$ cat src/rtl/riscv_program_loader_param_pkg.sv
// Shared definitions for the parametrised RISC-V program loader.
// Holds the FSM state encoding, the default frame start byte, the width of
// the length field, and a helper that names the states in which the
// inter-byte timeout is running.
package riscv_program_loader_param_pkg;

  typedef enum logic [2:0] {
    LDR_IDLE,
    LDR_LEN_LO,
    LDR_LEN_HI,
    LDR_DATA,
    LDR_WRITE,
    LDR_CSUM,
    LDR_DONE
  } ldr_state_t;

  localparam logic [7:0]  DEFAULT_MAGIC = 8'hA5;
  localparam int unsigned LEN_WIDTH     = 16;

  // States in which the loader is waiting for the host's next byte.
  function automatic logic waits_for_byte(input ldr_state_t s);
    return s inside {LDR_LEN_LO, LDR_LEN_HI, LDR_DATA, LDR_CSUM};
  endfunction

endpackage

$ cat src/rtl/riscv_loader_word_packer.sv
// Packs a little-endian byte stream into DATA_WIDTH-bit words.
// Ports:
//   clk, rst_n  clock and synchronous active-low reset
//   clear       restart packing at byte 0 with an all-zero word
//   shift_en    byte_in is consumed this cycle
//   byte_in     incoming byte; the first byte of a word lands in bits [7:0]
//   word        word being assembled (complete once word_full has fired)
//   word_full   high in the cycle whose shifted byte completes the word
module riscv_loader_word_packer #(
  parameter int unsigned DATA_WIDTH = 32
) (
  input  logic                  clk,
  input  logic                  rst_n,
  input  logic                  clear,
  input  logic                  shift_en,
  input  logic [7:0]            byte_in,
  output logic [DATA_WIDTH-1:0] word,
  output logic                  word_full
);

  localparam int unsigned BPW = DATA_WIDTH / 8;
  localparam int unsigned CW  = (BPW > 1) ? $clog2(BPW) : 1;
  localparam logic [CW-1:0] LAST = CW'(BPW - 1);

  logic [CW-1:0] byte_cnt;

  assign word_full = shift_en && (byte_cnt == LAST);

  // NOTE: reset is sampled synchronously, and all state updates use <= so
  // every register sees the pre-edge values of its neighbours.
  always_ff @(posedge clk) begin
    if (!rst_n || clear) begin
      byte_cnt <= '0;
      word     <= '0;
    end else if (shift_en) begin
      for (int unsigned i = 0; i < BPW; i++) begin
        if (byte_cnt == CW'(i)) word[i*8 +: 8] <= byte_in;
      end
      byte_cnt <= word_full ? '0 : byte_cnt + CW'(1);
    end
  end

endmodule

$ cat src/rtl/riscv_program_loader_param.sv
// Boot loader between the UART receive stream and the memory write port.
// Frame: MAGIC, len_lo, len_hi, len*BPW payload bytes, checksum byte, where
// the checksum is the mod-256 sum of the length and payload bytes.
// Ports:
//   rx_valid/rx_data/rx_ready   UART byte stream (accepted on valid&&ready)
//   load_req                    pulse: abandon the current image and reload
//   mem_we/mem_addr/mem_wdata   memory write request, held until mem_ready
//   mem_ready                   write completes when mem_we && mem_ready
//   cpu_rst_n                   released only once a verified image is loaded
//   loading_complete            verified image resident
//   load_error                  last frame failed; cleared by the next MAGIC
//   words_loaded                payload words written in the current frame
module riscv_program_loader_param
  import riscv_program_loader_param_pkg::*;
#(
  parameter int unsigned DATA_WIDTH     = 32,
  parameter int unsigned ADDR_WIDTH     = 16,
  parameter int unsigned BASE_ADDR      = 0,
  parameter int unsigned MAX_WORDS      = 4096,
  parameter logic [7:0]  MAGIC          = DEFAULT_MAGIC,
  parameter int unsigned TIMEOUT_CYCLES = 1000000
) (
  input  logic                  clk,
  input  logic                  rst_n,
  input  logic                  rx_valid,
  input  logic [7:0]            rx_data,
  output logic                  rx_ready,
  input  logic                  load_req,
  output logic                  mem_we,
  output logic [ADDR_WIDTH-1:0] mem_addr,
  output logic [DATA_WIDTH-1:0] mem_wdata,
  input  logic                  mem_ready,
  output logic                  cpu_rst_n,
  output logic                  loading_complete,
  output logic                  load_error,
  output logic [LEN_WIDTH-1:0]  words_loaded
);

  localparam logic [ADDR_WIDTH-1:0] BASE    = ADDR_WIDTH'(BASE_ADDR);
  localparam logic [LEN_WIDTH-1:0]  MAX_LEN = LEN_WIDTH'(MAX_WORDS);
  // Last idle count before expiry; unused when the timeout is disabled.
  localparam logic [31:0] TIMEOUT_LAST = 32'(TIMEOUT_CYCLES) - 32'd1;

  ldr_state_t           state;
  logic [7:0]           len_lo;
  logic [LEN_WIDTH-1:0] frame_len;
  logic [7:0]           checksum;
  logic [31:0]          idle_timer;

  logic                 accept;
  logic                 frame_start;
  logic                 frame_error;
  logic                 pk_word_full;
  logic [LEN_WIDTH-1:0] len_rx;

  assign accept      = rx_valid && rx_ready;
  assign len_rx      = {rx_data, len_lo};
  assign frame_start = (state == LDR_IDLE) && accept && (rx_data == MAGIC);

  // Packed payload word drives mem_wdata directly; it cannot change during
  // WRITE because rx_ready is low there.
  riscv_loader_word_packer #(
    .DATA_WIDTH (DATA_WIDTH)
  ) u_packer (
    .clk       (clk),
    .rst_n     (rst_n),
    .clear     (load_req || frame_start),
    .shift_en  ((state == LDR_DATA) && accept && !load_req),
    .byte_in   (rx_data),
    .word      (mem_wdata),
    .word_full (pk_word_full)
  );

  // A byte arriving in the expiry cycle rescues the frame.
  always_comb begin
    // NOTE: default first so no path leaves frame_error unassigned (no latch).
    frame_error = 1'b0;
    case (state)
      LDR_LEN_HI: if (accept && (len_rx > MAX_LEN))    frame_error = 1'b1;
      LDR_CSUM:   if (accept && (rx_data != checksum)) frame_error = 1'b1;
      default:    ;
    endcase
    if ((TIMEOUT_CYCLES != 0) && waits_for_byte(state) && !accept &&
        (idle_timer == TIMEOUT_LAST))
      frame_error = 1'b1;
  end

  always_ff @(posedge clk) begin
    if (!rst_n) begin
      state            <= LDR_IDLE;
      rx_ready         <= 1'b1;
      mem_we           <= 1'b0;
      mem_addr         <= BASE;
      cpu_rst_n        <= 1'b0;
      loading_complete <= 1'b0;
      load_error       <= 1'b0;
      words_loaded     <= '0;
      checksum         <= '0;
      idle_timer       <= '0;
      len_lo           <= '0;
      frame_len        <= '0;
    end else if (load_req) begin
      // Reload wins over everything, including a byte offered this cycle.
      state            <= LDR_IDLE;
      rx_ready         <= 1'b1;
      mem_we           <= 1'b0;
      cpu_rst_n        <= 1'b0;
      loading_complete <= 1'b0;
      idle_timer       <= '0;
    end else if (frame_error) begin
      state            <= LDR_IDLE;
      rx_ready         <= 1'b1;
      mem_we           <= 1'b0;
      cpu_rst_n        <= 1'b0;
      loading_complete <= 1'b0;
      load_error       <= 1'b1;
      idle_timer       <= '0;
    end else begin
      idle_timer <= (waits_for_byte(state) && !accept) ? idle_timer + 32'd1 : '0;
      case (state)
        LDR_IDLE: begin
          if (frame_start) begin
            load_error   <= 1'b0;
            checksum     <= '0;
            words_loaded <= '0;
            mem_addr     <= BASE;
            state        <= LDR_LEN_LO;
          end
        end
        LDR_LEN_LO: begin
          if (accept) begin
            len_lo   <= rx_data;
            checksum <= checksum + rx_data;
            state    <= LDR_LEN_HI;
          end
        end
        LDR_LEN_HI: begin
          if (accept) begin
            frame_len <= len_rx;
            checksum  <= checksum + rx_data;
            state     <= (len_rx == '0) ? LDR_CSUM : LDR_DATA;
          end
        end
        LDR_DATA: begin
          if (accept) begin
            checksum <= checksum + rx_data;
            if (pk_word_full) begin
              state    <= LDR_WRITE;
              mem_we   <= 1'b1;
              rx_ready <= 1'b0;
            end
          end
        end
        LDR_WRITE: begin
          if (mem_ready) begin
            mem_we       <= 1'b0;
            rx_ready     <= 1'b1;
            mem_addr     <= mem_addr + ADDR_WIDTH'(1);
            words_loaded <= words_loaded + 16'd1;
            state        <= (words_loaded + 16'd1 == frame_len) ? LDR_CSUM : LDR_DATA;
          end
        end
        LDR_CSUM: begin
          // A mismatch is handled by the frame_error branch.
          if (accept) begin
            state            <= LDR_DONE;
            loading_complete <= 1'b1;
            cpu_rst_n        <= 1'b1;
          end
        end
        default: ;  // LDR_DONE: hold, drop every byte until load_req
      endcase
    end
  end

endmodule

$ cat config.mk
export PLATFORM = sky130hd
export DESIGN_NAME = riscv_program_loader_param
export DESIGN_NICKNAME = d
export VERILOG_FILES = /design/src/rtl/riscv_program_loader_param_pkg.sv /design/src/rtl/riscv_loader_word_packer.sv /design/src/rtl/riscv_program_loader_param.sv
export SDC_FILE = /design/constraint.sdc
export NUM_CORES = 1
export LEC_CHECK = 0
export ABC_CLOCK_PERIOD_IN_PS = 4700
export BUFFER_PORTS_ARGS = -buffer_cell sky130_fd_sc_hd__buf_2
export CAP_MARGIN = 20
export CELL_PAD_IN_SITES_DETAIL_PLACEMENT = 1
export CELL_PAD_IN_SITES_GLOBAL_PLACEMENT = 1
export CORE_ASPECT_RATIO = 1.5
export CORE_MARGIN = 2
export CORE_UTILIZATION = 47
export DETAILED_ROUTE_END_ITERATION = 8
export PLACE_DENSITY = 0.83
export SYNTH_ARGS = -nofsm -noshare
export SYNTH_HDL_FRONTEND = slang
export SYNTH_SLANG_ARGS = --single-unit
$ cat constraint.sdc
create_clock -name clk -period 4.7 [get_ports clk]
set_clock_uncertainty 0.2 [all_clocks]
set_input_delay 0.47 -clock clk [delete_from_list [all_inputs] [get_ports clk]]
set_output_delay 0.47 -clock clk [all_outputs]
set_load 0.005 [all_outputs]
==> metrics.csv, run 1 <==
stage,metric,value,unit
status,status,"finished, final reports clean",
clocking,CTS sink count,137,
route,routed wire length,20800,um
final_layout,Final #Nets,899,
final_layout,antenna fix cells,0,
grt,initial antenna violation count,0,
route,Wirelength per Cell,19.3,um
grt,Total GRT Usage,27.7,%
floorplanning,core footprint,0.0144,mm2
logic_synthesis,Synthesis Warnings,0,
sta,measured slew at the worst slew-check pin,0.865,ns
pwr,pwr dens,331,mW/mm2
clocking,Clock Tree Buf Depth,2,
place,Placed Cells,1046,
logic_synthesis,Post-synth EDFFs,0,
clocking,CTS Hold Buffers Added,0,
clocking,CTS tree,done,
sta,max-slew violation total from the final report,0,
logic_synthesis,Synth Area per Inst,8.43,um2
worst_setup_path,Critical Path End Type,flip-flop,
logic_synthesis,Synth area leader,dfxtp_1,
worst_setup_path,Critical Path Source Type,flip-flop,
worst_setup_path,WS Path Type,flip-flop to flip-flop,
final_layout,fillcell total,1770,
logic_synthesis,largest family of logic cells by synthesized area,simple AND/OR/NAND/NOR gates,
route,Antenna Nets Post-Route,0,
floorplanning,row cnt,54,
clocking,post-CTS setup buffers,0,
sta,worst hold margin,0.164,ns
worst_setup_path,critical path data arrival time,3.26,ns
logic_synthesis,post-synthesis mux area share,3.53,%
flow_run,MaxCap Viol Count,0,
worst_setup_path,maximum fanout along the worst path,23,
sta,fmax,312,MHz
pwr,Sequential Power Share,44.2,%
place,HPWL after detailed placement,14500,um
floorplanning,die area,0.0156,mm2
sta,setup_tns,0,ns
final_layout,register area,0.00274,mm2
worst_setup_path,Critical Path RT,4.76,ns
logic_synthesis,Post-synth top cells,"dfxtp_1, nor2_1, nand2_1",
place,GP Congestion,0.892,
final_layout,P&R area growth vs syn,16.1,%
logic_synthesis,post-synthesis cell area,0.00684,mm2
logic_synthesis,top-area cell type share of the netlist area,40.1,%
floorplanning,Die Wd,103,um
pwr,cell internal pwr,2.02,mW
clocking,CTS resizes,0,
pwr,Sw Share,23.0,%
sta,RSZ-0062 raised after global routing,false,
sta,Setup WS post-layout,1.49,ns
grt,vias in the first global route,6587,
grt,Congestion Overflow GR,0,
final_layout,area of the multi-input gates,0.00382,mm2
logic_synthesis,post-synthesis adder-cell area fraction,2.85,%
floorplanning,# IOs,82,
logic_synthesis,syn nets,839,
pwr,switching power,0.604,mW
sta,Final min period,3.21,ns
logic_synthesis,XOR/XNOR Fraction of Synth Area,8.71,%
logic_synthesis,Gate Count Post-Synth,811,
final_layout,Finished Layout Cells,1080,
clocking,root buffer cell,clkbuf_16,
route,number of remaining DRC errors,0,
clocking,number of H-tree levels,4,
logic_synthesis,Simple-Gate Fraction of Synth Area,27.8,%
route,drt via density,5.87,
pwr,Clk network pwr share,53.3,%
logic_synthesis,Seq cells post-synth,137,
floorplanning,die height,152,um
sta,Relative slew margins,41.8,%
logic_synthesis,top post-synthesis cells by area,"dfxtp_1, nor2_1, nand2_1",
pwr,Pleak,3.12,nW
route,Detailed Route Iter0 Violations,185,
pwr,Gate power share,2.5,%
route,Pre-Repair DR Iteration Count,4,
final_layout,layout cells sized above 1,16.1,%
place,port bufs,81,
grt,largest net degree at the start of global routing,38,
clocking,Num CTS Buffers,17,
sta,Hold Fails Final Rpt,0,
floorplanning,Initial Utilization,47.5,%
sta,Finish-stage setup viols,0,
worst_setup_path,flop2flop setup slack,1.49,ns
logic_synthesis,Main synth FF type,dfxtp_1,
grt,global-route wire length before repair,33500,um
worst_hold_path,worst min path class,input pin to flip-flop,
logic_synthesis,Yosys cell types,69,
logic_synthesis,complex-gate fraction of the synthesized area,12.9,%
route,DR vias,6342,
sta,post-route clock period utilization,68.2,%
clocking,"Reg clk slew, reported paths",0.06,ns
place,Place WS,1.18,ns
logic_synthesis,Post-synth ARST share,0,%
logic_synthesis,top-count cell post-synth,dfxtp_1,
pwr,worst vdd ir,0.245,mV
clocking,Worst-Skew Late Latency,0.43,ns
pwr,Power Total,2.63,mW
logic_synthesis,"Seq/Total Area, Yosys",40.1,%
-- critical path: stages (launching register included) --
cell	delay, ns
dfxtp_1	0.53
inv_1	0.24
nor3_1	0.48
nand2_1	0.27
nand4_2	0.14
buf_4	0.27
or2_1	0.64
o21ai_0	0.26
-- power groups by stage --
stage / clock network, mW / logic [mW] / registers, mW
finish: 1.40 / 0.0660 / 1.16
global route: 1.46 / 0.0704 / 1.16
CTS: 1.41 / 0.0641 / 1.16
detailed placement: 0 / 0.0636 / 1.19
global placement: 0 / 0.0606 / 1.19
floorplan: 0 / 0.0386 / 1.19
-- metal layers --
metal	track usage [%]	part of all wire, %	wire [um]
met4	13.9	4.0	838
met2	51.0	54	11200
met3	3.99	3.2	666
met5	0	0	0
met1	30.2	39	8140
-- cell families (layout without fill, tap and decap cells) --
| family | after synthesis | count (layout) |
|---|---|---|
| simple gates | 371 | 371 |
| flops | 137 | 137 |
| compound gates | 133 | 133 |
| xor+xnor | 68 | 68 |
| buf+inv | 63 | 136 |
| mux | 24 | 24 |
| fa+ha+maj | 15 | 15 |
-- sequential cells by signal, indices dropped and copies added (netlist names) --
name	flops
len_lo	8
words_loaded	16
rx_ready	1
load_error	1
mem_we	1
u_packer.byte_cnt	2
checksum	8
state	3
idle_timer	32
frame_len	16
mem_addr	16
loading_complete	1
u_packer.word	32
-- cell type report --
type	count	area share, %
Multi-Input combinational cell	611	48.0
Sequential cell	137	34.5
Timing Repair Buffer	86	5.76
Clock buffer	17	5.36
Tap cell	196	3.09
Clock inverter	15	2.38
Inverter	18	0.851
-- through the flow --
step	util, %	instance area [um2]
6_report	55.2	7940
5_1_grt	55.2	7940
2_1_floorplan	-	6840
3_5_place_dp	50.7	7300
3_3_place_gp	50.7	7300
4_1_cts	55.0	7910
-- cells in the final DEF (no fill, tap or decap), drive strengths merged, types with 4 or more instances in the layout --
master / count
or3: 11
nor2: 105
clkbuf: 17
a31oi: 5
ha: 14
clkinv: 5
xnor2: 35
nor4: 14
buf: 86
o21a: 6
o41ai: 6
o22ai: 8
nor4b: 6
nand4: 18
inv: 23
nand2b: 6
o211ai: 11
xor2: 33
nor3: 10
mux2i: 23
and3: 19
nand3: 51
a41oi: 4
and4: 7
a21oi: 52
o21ai: 20
a211oi: 4
and2: 12
nand2: 94
dfxtp: 137
-- worst paths after layout --
kind	startpoint	endpoint	cells past startpoint
max reg2reg	state[0]	words_loaded[2]	7
max	state[0]	words_loaded[2]	7
min	rx_data[5]	u_packer.word[29]	3
min reg2reg	idle_timer[0]	idle_timer[0]	1
(Power assumes the default switching activity.)
==> inputs of run 2 (changes only) <==
Settings changed: ABC_CLOCK_PERIOD_IN_PS 4700 to 3200, CORE_UTILIZATION 47 to 44, PLACE_DENSITY 0.83 to 0.78.
Clock period 4.7 ns to 3.2 ns, I/O delays scaled along.
==> run 2 against run 1 <==
  * First-iteration DRC count rose by 32%
  * Via count fell by 2.3%
  * Non-clock buffer count rose by 5
  * Highest routed layer unchanged
  * Register-to-register slack got worse by 1.1 ns
  * Maximum frequency rose by 15%
  * Hold slack got worse by 0.13 ns
  * Global-route usage fell by 2.4 points
  * Sequential share of layout area barely moved
  * Final area barely moved
  * Die area rose by 6.6%
==> metrics.csv, run 2 (synthesis results as in run 1) <==
stage,metric,value,unit,change
sta,Relative slew margins,45.7,%,+3.9 points
clocking,Clock Tree Buf Depth,2,,unchanged
pwr,pwr dens,478,mW/mm2,+45%
route,number of remaining DRC errors,0,,unchanged
pwr,Sequential Power Share,44.8,%,+0.6 points
pwr,Sw Share,22.9,%,-0.070 points
clocking,post-CTS setup buffers,0,,unchanged
place,port bufs,81,,unchanged
floorplanning,Die Wd,106,um,+3.2%
route,Antenna Nets Post-Route,0,,unchanged
pwr,Power Total,3.80,mW,+45%
clocking,number of H-tree levels,4,,unchanged
final_layout,P&R area growth vs syn,16.2,%,about the same
floorplanning,row cnt,55,,+1.9%
sta,fmax,358,MHz,+15%
sta,RSZ-0062 raised after global routing,false,,
pwr,Clk network pwr share,52.6,%,-0.7 points
floorplanning,Initial Utilization,45.2,%,-2.3 points
worst_setup_path,maximum fanout along the worst path,16,,-30%
worst_setup_path,flop2flop setup slack,0.41,ns,-1.08 ns
grt,global-route wire length before repair,33200,um,-0.91%
worst_hold_path,worst min path class,input pin to flip-flop,,
worst_setup_path,Critical Path RT,3.33,ns,-1.43 ns
floorplanning,die area,0.0166,mm2,+6.6%
route,Pre-Repair DR Iteration Count,4,,unchanged
sta,post-route clock period utilization,87.2,%,+19 points
clocking,root buffer cell,clkbuf_16,,
final_layout,most used cells in the layout excluding fill and tap cells,"dfxtp_1, nor2_1, nand2_1",,
worst_setup_path,Critical Path Source Type,flip-flop,,
worst_setup_path,Critical Path End Type,flip-flop,,
final_layout,"most common cell after layout, fill and taps aside",dfxtp_1,,
floorplanning,die height,157,um,+3.3%
grt,Congestion Overflow GR,0,,unchanged
sta,max-slew violation total from the final report,0,,unchanged
sta,Finish-stage setup viols,0,,unchanged
clocking,"Reg clk slew, reported paths",0.06,ns,about the same
final_layout,antenna fix cells,0,,unchanged
clocking,Worst-Skew Late Latency,0.43,ns,about the same
place,HPWL after detailed placement,14800,um,+1.9%
grt,vias in the first global route,6567,,-0.30%
sta,Hold Fails Final Rpt,0,,unchanged
clocking,CTS sink count,137,,unchanged
floorplanning,core footprint,0.0151,mm2,+5.2%
clocking,CTS resizes,0,,unchanged
pwr,cell internal pwr,2.93,mW,+45%
grt,initial antenna violation count,0,,unchanged
pwr,worst vdd ir,0.289,mV,+18%
route,DR vias,6195,,-2.3%
grt,largest net degree at the start of global routing,38,,unchanged
route,drt via density,5.69,,-3.0%
sta,setup_tns,0,ns,unchanged
grt,Total GRT Usage,25.3,%,-2.4 points
worst_setup_path,critical path data arrival time,2.92,ns,-0.34 ns
status,status,"finished, final reports clean",,
sta,Final min period,2.79,ns,-0.417 ns
flow_run,MaxCap Viol Count,0,,unchanged
clocking,CTS tree,done,,
final_layout,fillcell total,1855,,+4.8%
route,Detailed Route Iter0 Violations,245,,+32%
sta,measured slew at the worst slew-check pin,0.804,ns,-0.0609 ns
pwr,switching power,0.872,mW,+44%
pwr,Pleak,3.14,nW,+0.68%
pwr,Gate power share,2.6,%,about the same
final_layout,largest registers,"idle_timer x32, u_packer.word x32",,
worst_setup_path,WS Path Type,flip-flop to flip-flop,,
clocking,Num CTS Buffers,17,,unchanged
place,GP Congestion,0.868,,-2.7%
final_layout,layout cells sized above 1,16.4,%,+0.36 points
route,routed wire length,20400,um,-2.1%
final_layout,Final #Nets,904,,+0.56%
floorplanning,# IOs,82,,unchanged
route,Wirelength per Cell,18.7,um,-2.8%
clocking,CTS Hold Buffers Added,0,,unchanged
-- run 2: cell types whose count changed in the layout (fill, tap and decap cells not counted), sizes merged --
| cell | before | now |
|---|---|---|
| clkbuf | 17 | 20 |
| buf | 86 | 91 |
| clkinvlp | 2 | 0 |
| bufinv | 3 | 2 |
-- run 2: path summary, 6_finish.rpt --
kind,start,endpoint,depth (start not counted)
max,checksum[5],words_loaded[5],7
min,rx_data[5],u_packer.word[29],3
max reg2reg,checksum[5],words_loaded[5],7
min reg2reg,idle_timer[0],idle_timer[0],1
-- run 2: metal layers --
metal	GRT usage, %	part of all wire [%]
met1	25.1	38
met2	50.5	56
met3	4.58	3.6
met4	10.5	2.5
met5	0	0
-- run 2: power by group through the flow --
stage | Clock [mW] | Combinational [mW] | Sequential, mW
finish | 2.00 | 0.0990 | 1.71
global route | 2.09 | 0.107 | 1.70
CTS | 2.02 | 0.0993 | 1.71
detailed placement | 0 | 0.0983 | 1.74
global placement | 0 | 0.0954 | 1.74
floorplan | 0 | 0.0567 | 1.74
-- run 2: through the flow --
| step | cell area [um2] | cells | setup WS (ns) | hold slack, ns | util, % |
|---|---|---|---|---|---|
| 6_report | 7950 | 1088 | 0.410 | 0.0364 | 52.5 |
| 5_1_grt | 7950 | 1088 | 0.276 | 0.0570 | 52.5 |
| 4_1_cts | 7950 | 1088 | 0.419 | 0.0255 | 52.5 |
| 3_5_place_dp | 7360 | 1056 | 0.281 | 0.236 | 48.6 |
| 3_3_place_gp | 7360 | 1056 | 0.439 | 0.224 | 48.6 |
| 2_1_floorplan | 6840 | 811 | 0.911 | 0.213 | - |
-- run 2: layout make-up --
cell class | instances | area, um2 | area share, %
Multi-Input combinational cell | 611 | 3820 | 48.0
Sequential cell | 137 | 2740 | 34.5
Timing Repair Buffer | 91 | 480 | 6.04
Clock buffer | 20 | 457 | 5.74
Tap cell | 199 | 249 | 3.13
Clock inverter | 12 | 139 | 1.75
Inverter | 18 | 67.6 | 0.850
-- run 2: critical path, stage by stage (launching register included) --
cell and delay, ns:
dfxtp_1 0.40, ha_1 0.32, nor4_1 0.39, nand3_1 0.13, nand2_1 0.23, nand4_2 0.13, or2_1 0.51, o41ai_2 0.37
